**config.mk**
```make
export PLATFORM = sky130hd
export DESIGN_NAME = eth_rx_fcs_check
export DESIGN_NICKNAME = d
export VERILOG_FILES = /design/src/rtl/eth_pkg.sv /design/src/rtl/crc32_d4_calc.sv /design/src/rtl/eth_rx_fcs_check.sv
export SDC_FILE = /design/constraint.sdc
export NUM_CORES = 1
export LEC_CHECK = 0
export CAP_MARGIN = 20
export CORE_MARGIN = 2
export CORE_UTILIZATION = 53
export CTS_CLUSTER_DIAMETER = 80
export CTS_CLUSTER_SIZE = 20
export DETAILED_ROUTE_END_ITERATION = 16
export PLACE_DENSITY_LB_ADDON = 0.05
export SETUP_SLACK_MARGIN = 0.3
export SKIP_CTS_REPAIR_TIMING = 1
export SYNTH_ARGS = -nofsm -noshare
export SYNTH_HDL_FRONTEND = slang
export SYNTH_SLANG_ARGS = --single-unit
```
**constraint.sdc**
```tcl
create_clock -name clk -period 2.1 [get_ports clk]
set_clock_uncertainty 0.05 [all_clocks]
set_input_delay 0.63 -clock clk [delete_from_list [all_inputs] [get_ports clk]]
set_output_delay 0.63 -clock clk [all_outputs]
set_load 0.02 [all_outputs]
```
**src/rtl/eth_pkg.sv**
```systemverilog
// rtl/eth_pkg.sv - shared constants and state type for the Ethernet receive FCS checker
package eth_pkg;

    localparam logic [31:0] CRC_INIT    = 32'hFFFF_FFFF;
    localparam logic [31:0] CRC_RESIDUE = 32'hC704_DD7B;
    localparam logic [31:0] CRC_POLY    = 32'h04C1_1DB7;
    localparam logic [3:0]  PRE_NIB     = 4'h5;
    localparam logic [3:0]  SFD_NIB     = 4'hD;

    typedef enum logic [2:0] {
        ST_IDLE,
        ST_PRE,
        ST_DATA,
        ST_DROP,
        ST_EOF
    } rx_state_t;

endpackage

```
**src/rtl/crc32_d4_calc.sv**
```systemverilog
// rtl/crc32_d4_calc.sv - CRC-32 register advanced one MII nibble per enabled clock
module crc32_d4_calc
    import eth_pkg::*;
(
    input  logic        clk,
    input  logic        rst_n,
    input  logic        init,
    input  logic        en,
    input  logic [3:0]  d,
    output logic [31:0] crc
);

    logic [31:0] crc_next;

    // MSB-first register; nibble bit 0 is the first bit on the wire
    always_comb begin
        crc_next = crc;
        for (int i = 0; i < 4; i++) begin
            if (crc_next[31] ^ d[i]) begin
                crc_next = {crc_next[30:0], 1'b0} ^ CRC_POLY;
            end else begin
                crc_next = {crc_next[30:0], 1'b0};
            end
        end
    end

    always_ff @(posedge clk or negedge rst_n) begin
        if (!rst_n) begin
            crc <= CRC_INIT;
        end else if (init) begin
            crc <= CRC_INIT;
        end else if (en) begin
            crc <= crc_next;
        end
    end

endmodule

```
**src/rtl/eth_rx_fcs_check.sv**
```systemverilog
// rtl/eth_rx_fcs_check.sv - MII receive framer with FCS strip, CRC residue and length checks
module eth_rx_fcs_check
    import eth_pkg::*;
#(
    parameter int MIN_LEN = 64,
    parameter int MAX_LEN = 1518,
    parameter int MIN_PRE = 7
) (
    input  logic        clk,
    input  logic        rst_n,
    input  logic        rx_dv,
    input  logic        rx_er,
    input  logic [3:0]  rxd,
    output logic [7:0]  rx_byte,
    output logic        rx_byte_vld,
    output logic        rx_sof,
    output logic        rx_eof,
    output logic        rx_ok,
    output logic        rx_crc_err,
    output logic        rx_len_err,
    output logic        rx_align_err,
    output logic [10:0] rx_len
);

    rx_state_t   state_q, state_d;
    logic        dv_q;
    logic [7:0]  pre_cnt;
    logic        crc_init, crc_en;
    logic [31:0] crc;
    logic        phase;
    logic [3:0]  low_nib;
    logic [7:0]  dly [4];
    logic [2:0]  fill;
    logic [10:0] len_q;
    logic        er_seen, first_pend;
    logic        crc_bad, len_bad;

    crc32_d4_calc u_crc (
        .clk  (clk),
        .rst_n(rst_n),
        .init (crc_init),
        .en   (crc_en),
        .d    (rxd),
        .crc  (crc)
    );

    // A preamble is only accepted on a fresh rx_dv rising edge; dv_q resets high
    // so a frame already in flight at reset release is ignored.
    always_comb begin
        state_d  = state_q;
        crc_init = 1'b0;
        crc_en   = 1'b0;
        case (state_q)
            ST_IDLE: begin
                if (rx_dv && !dv_q && rxd == PRE_NIB) state_d = ST_PRE;
            end
            ST_PRE: begin
                if (!rx_dv) begin
                    state_d = ST_IDLE;
                end else if (rxd == PRE_NIB) begin
                    state_d = ST_PRE;
                end else if (rxd == SFD_NIB && int'(pre_cnt) >= MIN_PRE) begin
                    state_d  = ST_DATA;
                    crc_init = 1'b1;
                end else begin
                    state_d = ST_DROP;
                end
            end
            ST_DATA: begin
                if (rx_dv) crc_en = 1'b1;
                else       state_d = ST_EOF;
            end
            ST_DROP: begin
                if (!rx_dv) state_d = ST_IDLE;
            end
            ST_EOF:  state_d = ST_IDLE;
            default: state_d = ST_IDLE;
        endcase
    end

    always_ff @(posedge clk or negedge rst_n) begin
        if (!rst_n) state_q <= ST_IDLE;
        else        state_q <= state_d;
    end

    always_ff @(posedge clk or negedge rst_n) begin
        if (!rst_n) begin
            dv_q        <= 1'b1;
            pre_cnt     <= '0;
            phase       <= 1'b0;
            low_nib     <= '0;
            dly         <= '{default: '0};
            fill        <= '0;
            len_q       <= '0;
            er_seen     <= 1'b0;
            first_pend  <= 1'b0;
            rx_byte     <= '0;
            rx_byte_vld <= 1'b0;
            rx_sof      <= 1'b0;
        end else begin
            dv_q        <= rx_dv;
            rx_byte_vld <= 1'b0;
            rx_sof      <= 1'b0;
            if (state_q == ST_IDLE) begin
                pre_cnt <= 8'd1;
            end else if (state_q == ST_PRE && rxd == PRE_NIB && pre_cnt != 8'hFF) begin
                pre_cnt <= pre_cnt + 8'd1;
            end
            if (crc_init) begin
                phase      <= 1'b0;
                fill       <= '0;
                len_q      <= '0;
                er_seen    <= 1'b0;
                first_pend <= 1'b1;
            end
            if (crc_en) begin
                er_seen <= er_seen | rx_er;
                phase   <= ~phase;
                if (!phase) begin
                    low_nib <= rxd;
                end else begin
                    dly[0] <= {rxd, low_nib};
                    dly[1] <= dly[0];
                    dly[2] <= dly[1];
                    dly[3] <= dly[2];
                    if (len_q != 11'h7FF) len_q <= len_q + 11'd1;
                    // Four bytes held back so the FCS never leaves the block
                    if (fill == 3'd4) begin
                        rx_byte     <= dly[3];
                        rx_byte_vld <= 1'b1;
                        rx_sof      <= first_pend;
                        first_pend  <= 1'b0;
                    end else begin
                        fill <= fill + 3'd1;
                    end
                end
            end
        end
    end

    assign crc_bad      = (crc != CRC_RESIDUE) || er_seen;
    assign len_bad      = (int'(len_q) < MIN_LEN) || (int'(len_q) > MAX_LEN);
    assign rx_eof       = (state_q == ST_EOF);
    assign rx_crc_err   = rx_eof && crc_bad;
    assign rx_len_err   = rx_eof && len_bad;
    assign rx_align_err = rx_eof && phase;
    assign rx_ok        = rx_eof && !(crc_bad || len_bad || phase);
    assign rx_len       = len_q;

endmodule
```
=== Word-level counts from Yosys, hierarchy flattened ===
Cells that the tools add are included.

* Register bits: 107
* Logic and storage cells: 110

* $add $sub $neg: 3
* Order comparisons: 3
* Equality and inequality tests: 13
* Muxes and demuxes: 42
* Bitwise logic cells: 10
* Reduce and logical (&&, ||, !) cells: 22

{| class="wikitable"
|+ Operators with widths
! operator !! number
|-
| $mux 27 || 4
|-
| $mux 32 || 2
|-
| $not 14->14 || 4
|-
| $mux 11 || 4
|-
| $ne 32x32->1 const B || 1
|-
| $mux 3 || 7
|-
| $mux 1 || 20
|-
| $mux 8 || 2
|-
| $pmux 3 s4 || 1
|-
| $add 11x1->11 const B || 1
|-
| $gt 11x11->1 const B || 1
|-
| $lt 11x7->1 const B || 1
|-
| $ne 11x11->1 const B || 1
|-
| $logic_and 1x1->1 || 9
|-
| $add 8x1->8 const B || 1
|-
| $ge 8x3->1 const B || 1
|-
| $ne 8x8->1 const B || 1
|-
| $eq 3x2->1 const B || 2
|-
| $eq 3x3->1 const B || 2
|-
| $ne 2x2->1 const B || 3
|-
| $reduce_and 3->1 || 2
|-
| $eq 4x3->1 const B || 1
|-
| $eq 4x4->1 const B || 1
|-
| $logic_or 1x1->1 || 4
|-
| 10 further kinds || 17
|}

=== Logic depth before layout (Yosys ltp) ===
* Word-level depth: 10
* Gate-level depth with buffers: 8
* Gate-level depth less buffers: 5

=== Modules after synthesis ===
Synthesis repeated with hierarchy kept, for this count alone.

* Cell total of the unflattened synthesis: 494
* Area total of the unflattened synthesis: 5197.5 sq um

{| class="wikitable"
|+ Modules (own cells, without submodules)
! module !! times used !! cells an instance !! area an instance (sq um) !! sequential area each (sq um)
|-
| eth_rx_fcs_check || 1 || 338 || 3457.1 || 1878.1
|-
| crc32_d4_calc || 1 || 156 || 1740.4 || 840.8
|}

=== Worst setup path before layout ===
No wires, ideal clock.

* Path kind: flip-flop to output port
* From: reg u_crc.crc[18]
* To: out rx_ok
* Data arrival time: 1.501 ns
* Path slack: -0.081 ns
* Stages on the path, launching flop included: 5
* Cell sequence: dfstp_2 > nor4bb_1 > nand4_1 > nor4_1 > and4_1

* Cells in the longest elaborated chain, start to end: 6

{| class="wikitable"
|+ Ends and longest elaborated chain
! element !! RTL line !! text
|-
| from (decl) || crc32_d4_calc.sv:10 || <nowiki>output logic [31:0] crc</nowiki>
|-
| from (signal assigned) || crc32_d4_calc.sv:33 || <nowiki>crc <= crc_next;</nowiki>
|-
| $ne 32x32->1 || eth_rx_fcs_check.sv:141 || <nowiki>assign crc_bad = (crc != CRC_RESIDUE) || er_seen;</nowiki>
|-
| $logic_or 1x1->1 || eth_rx_fcs_check.sv:141 ||
|-
| $logic_or 1x1->1 (2 in a row) || eth_rx_fcs_check.sv:147 || <nowiki>assign rx_ok = rx_eof && !(crc_bad || len_bad || phase);</nowiki>
|-
| $logic_not 1->1 || eth_rx_fcs_check.sv:147 ||
|-
| $logic_and 1x1->1 || eth_rx_fcs_check.sv:147 ||
|-
| to (decl) || eth_rx_fcs_check.sv:18 || <nowiki>output logic rx_ok,</nowiki>
|}

Every way passes these cells.

=== Final worst setup path ===
* From: reg u_crc.crc[15]
* To: out rx_ok

The elaborated chain is that of the path after synthesis.

==> PnR_summary.wiki <==
{| class="wikitable"
! Metric !! Value
|-
| Result of the run || finished with violations
|-
| Violations in the final reports || setup timing
|-
| Post-synthesis adder-cell area fraction || 0.982%
|-
| Maximum operating frequency || 372 MHz
|-
| Number of clock buffers inserted by TritonCTS || 9
|-
| I/O pin count || 34
|-
| Count of input and output buffers || 33
|-
| Met2 capacity usage during global routing || 37.2%
|-
| Total Die Area || 0.0104 mm^2
|-
| Worst-path clk slew || 0.10 ns
|-
| Final instance count without filler cells || 748
|-
| Final Core Density || 78.4%
|-
| Area used by multi-input combinational logic || 0.00270 mm^2
|-
| Mux contribution to synthesized area || 3.24%
|-
| Post-Synthesis Cells || 465
|-
| Global-route wire length before repair || 18400 um
|-
| Vias in the first global route || 3829
|-
| Yosys warns || 0
|-
| Biggest area contributors in the synthesized netlist || dfrtp_1 36%, dfstp_2 17%, nand2_1 8.0%
|-
| Post-synthesis cell area || 0.00510 mm^2
|-
| Final weighted congestion of routability-driven global placement || 0.790
|-
| Worst stage delay on the critical path || 0.55 ns
|-
| Remaining Overflow, GRT || 0
|-
| Met3 layer usage reported by global route || 3.56%
|-
| Dominant combinational cell family by area after synthesis || simple AND/OR/NAND/NOR gates
|-
| FILL cells || 578
|-
| Sequential Area || 0.00272 mm^2
|-
| Syn_nets || 477
|-
| Total number of nets in the final design || 627
|-
| Starting utilization of the core area || 54.9%
|-
| Average routed wire per standard cell || 16.9 um
|-
| Number of buffer and inverter stages on the critical path || 2
|-
| Post-synthesis register bit count || 107
|-
| CTS tree || yes
|-
| Yosys top cell by area || dfrtp_1
|-
| Drt first pass iters || 4
|-
| Pin slew with the least headroom to its limit || 0.477 ns
|-
| TritonCTS sink count || 107
|-
| Ant. Diodes || 0
|-
| Global-route track usage on met1 || 31.6%
|-
| Critical path fanouts, max || 2
|-
| Die width || 102 um
|-
| Xor and xnor fraction of the mapped netlist area || 8.76%
|-
| Largest net degree at the start of global routing || 42
|-
| Number of nets with antenna violations after detailed routing || 0
|-
| Tightest slew margin relative to the limit || 68.0%
|-
| Count of final hold-check violations || 0
|-
| Number of pins exceeding their max-slew limit in the final report || 0
|-
| Worst-case setup margin in the final layout || -0.591 ns
|-
| CTS root buffer || clkbuf_8
|-
| Relative area change from synthesis to final layout || 42.8%
|-
| Number of design-rule violations left by the first detailed-router iteration || 165
|-
| Kind of path behind the tightest hold check || in -> async
|-
| Simple-gate share of the synthesized area || 17.7%
|-
| Clock tree buffer depth || 2
|-
| Drc violations || 0
|-
| Layout cells sized above 1 || 47.2%
|-
| Worst skew pair latency || 0.38 ns
|-
| Vias || 4048
|-
| Slowest cell on crit path || dfstp_2
|-
| Post-Route WL || 12700 um
|-
| Sequential fraction of the synthesis area || 53.3%
|-
| Data required time of the critical path || 1.42 ns
|-
| Distinct cell type count of the synthesized netlist || 57
|-
| Final HPWL DP || 7850 um
|-
| WP data arrival || 2.01 ns
|-
| H-tree levels || 3
|-
| Startpoint kind of the worst setup timing path || flop
|-
| Global routing usage summed across all routing layers || 22.6%
|-
| Worst setup path category || reg -> out
|-
| Total placed cells including tap cells || 710
|-
| Unrepaired setup endpoints after global routing || yes
|-
| Average via count per standard cell || 5.41
|-
| Ordered cell list for the critical path || nor4bb_4 -> nand4_1 -> nor4_2 -> buf_4 -> and4_4 -> buf_6
|-
| Top_reg_cell synth || dfrtp_1
|-
| Peak-usage layer in the global routing report || met2
|-
| Initial antenna violation count || 0
|-
| Crit share post-route || 128%
|-
| Fraction of post-synthesis cell area in the top cell type by area || 36.3%
|-
| Max_cap viols || 0
|-
| Shortest clock period the worst path allows after layout || 2.69 ns
|-
| Pleak || 0.00357 uW
|-
| FFs w/ async S/R, synth || 100%
|-
| Worst IR drop on VDD || 957 uV
|-
| Chip height || 102 um
|-
| Sort of element at the end of the critical path || output pin
|-
| Compound-cell area share of the yosys netlist || 13.3%
|-
| Synthesized area per cell || 11.0 um^2
|-
| Fin Hold WS || 0.132 ns
|-
| Family with the most delay on the worst path || simple AND/OR/NAND/NOR gates
|-
| Placement row count || 35
|-
| Number of failing setup endpoints in the final timing report || 3
|-
| Ratio of total power to cell area || 1040 mW/mm^2
|-
| Number of enable flip-flop cells after synthesis || 0
|-
| Core Region || 0.00928 mm^2
|}
[path summary, 6_finish.rpt]
kind                                from       endpoint  slack [ns]  cells past startpoint
max in group asynchronous          rst_n   u_crc.crc[9]        1.23                      2
max                        u_crc.crc[15]          rx_ok       -0.59                      6
min reg2reg                   low_nib[1]        dly[25]        0.42                      2
max reg2reg                   state_q[1]  u_crc.crc[19]        0.05                      6
min in group clk              low_nib[1]        dly[25]        0.42                      2
min                                rst_n         dly[1]        0.13                      1
[layer usage]
| metal | share of wire (%) | vias to the layer above |
|---|---|---|
| met4 | 2.0 | 0 |
| met3 | 2.0 | 23 |
| li1 | - | 1926 |
| met5 | 0 | - |
| met1 | 44 | 2040 |
| met2 | 52 | 59 |
[state kept, by name, summed over array words and instances (netlist names)]
register,count
dly,32
u_crc.crc,32
rx_len,11
pre_cnt,8
rx_byte,8
low_nib,4
fill,3
state_q,3
dv_q,1
er_seen,1
first_pend,1
phase,1
rx_byte_vld,1
rx_sof,1
[synth_stat cells (all sizes together) (2+ instances only)]
cell and n:
and4b 2, a21oi 18, a22oi 2, xnor2 20, or4 2, nand3 7, nor3b 2, nand4 10
nor4 4, a2bb2oi 25, nand2 108, dfstp 33, dfrtp 74, inv 11, nor2 26, buf 8
and4 4, xor2 17, or3 8, nor4bb 4, xor3 2, a31oi 3, clkbuf 11, mux2 12
mux2i 3, o21ai 12, o22ai 2, xnor3 2, nor3 4, o31ai 5, ha 4
[worst reg2reg max path, stage by stage (launching register included)]
cell	delay, ns
dfrtp_1	0.41
buf_6	0.15
or4b_4	0.57
o31ai_4	0.34
buf_6	0.18
clkbuf_16	0.16
a2bb2oi_2	0.14
[cells in the final DEF (no fill, tap or decap), drive strengths merged, types with 12 or more instances in the layout]
cell type	synthesis	routed
o21ai	12	12
dlymetal6s2s	0	13
a2bb2oi	25	25
xnor2	20	20
nand2	108	108
inv	11	13
mux2	12	12
xor2	17	17
nor2	26	26
a21oi	18	18
buf	8	131
dfrtp	74	74
clkbuf	11	22
dfstp	33	33
[cell families after synthesis]
group / Yosys count
AOI/OAI and AO/OA: 78
xor gates and xnor gates: 41
adders and majority gates: 4
buffers and inverters: 30
DFF: 107
muxes: 15
and+or+nand+nor: 190
[power breakdown]
part,internal (uW),switching (uW),total [uW]
Clock,442,736,1180
Combinational,1880,1600,3490
Sequential,2650,257,2910
[layout make-up]
| cell class | instances | share of cell area [%] |
|---|---|---|
| clock buffers | 9 | 1.70 |
| clock inverters | 6 | 0.705 |
| inverters | 11 | 0.567 |
| multi-input cells | 328 | 37.1 |
| flip-flops and latches | 107 | 37.4 |
| well taps | 129 | 2.22 |
| repair buffers | 158 | 20.3 |
[stage by stage]
step | worst slack [ns] | total power [uW] | instance area, um^2 | setup TNS, ns
finish | -0.591 | 7580 | 7280 | -1.43
global route | -0.697 | 7980 | 7280 | -1.77
CTS | -1.10 | 7190 | 6550 | -6.78
detailed placement | -0.664 | 6000 | 6380 | -36.12
global placement | -0.646 | 5940 | 6380 | -34.76
floorplan | 0.0303 | 4730 | 5170 | 0
Power figures use the tool's default switching activity.
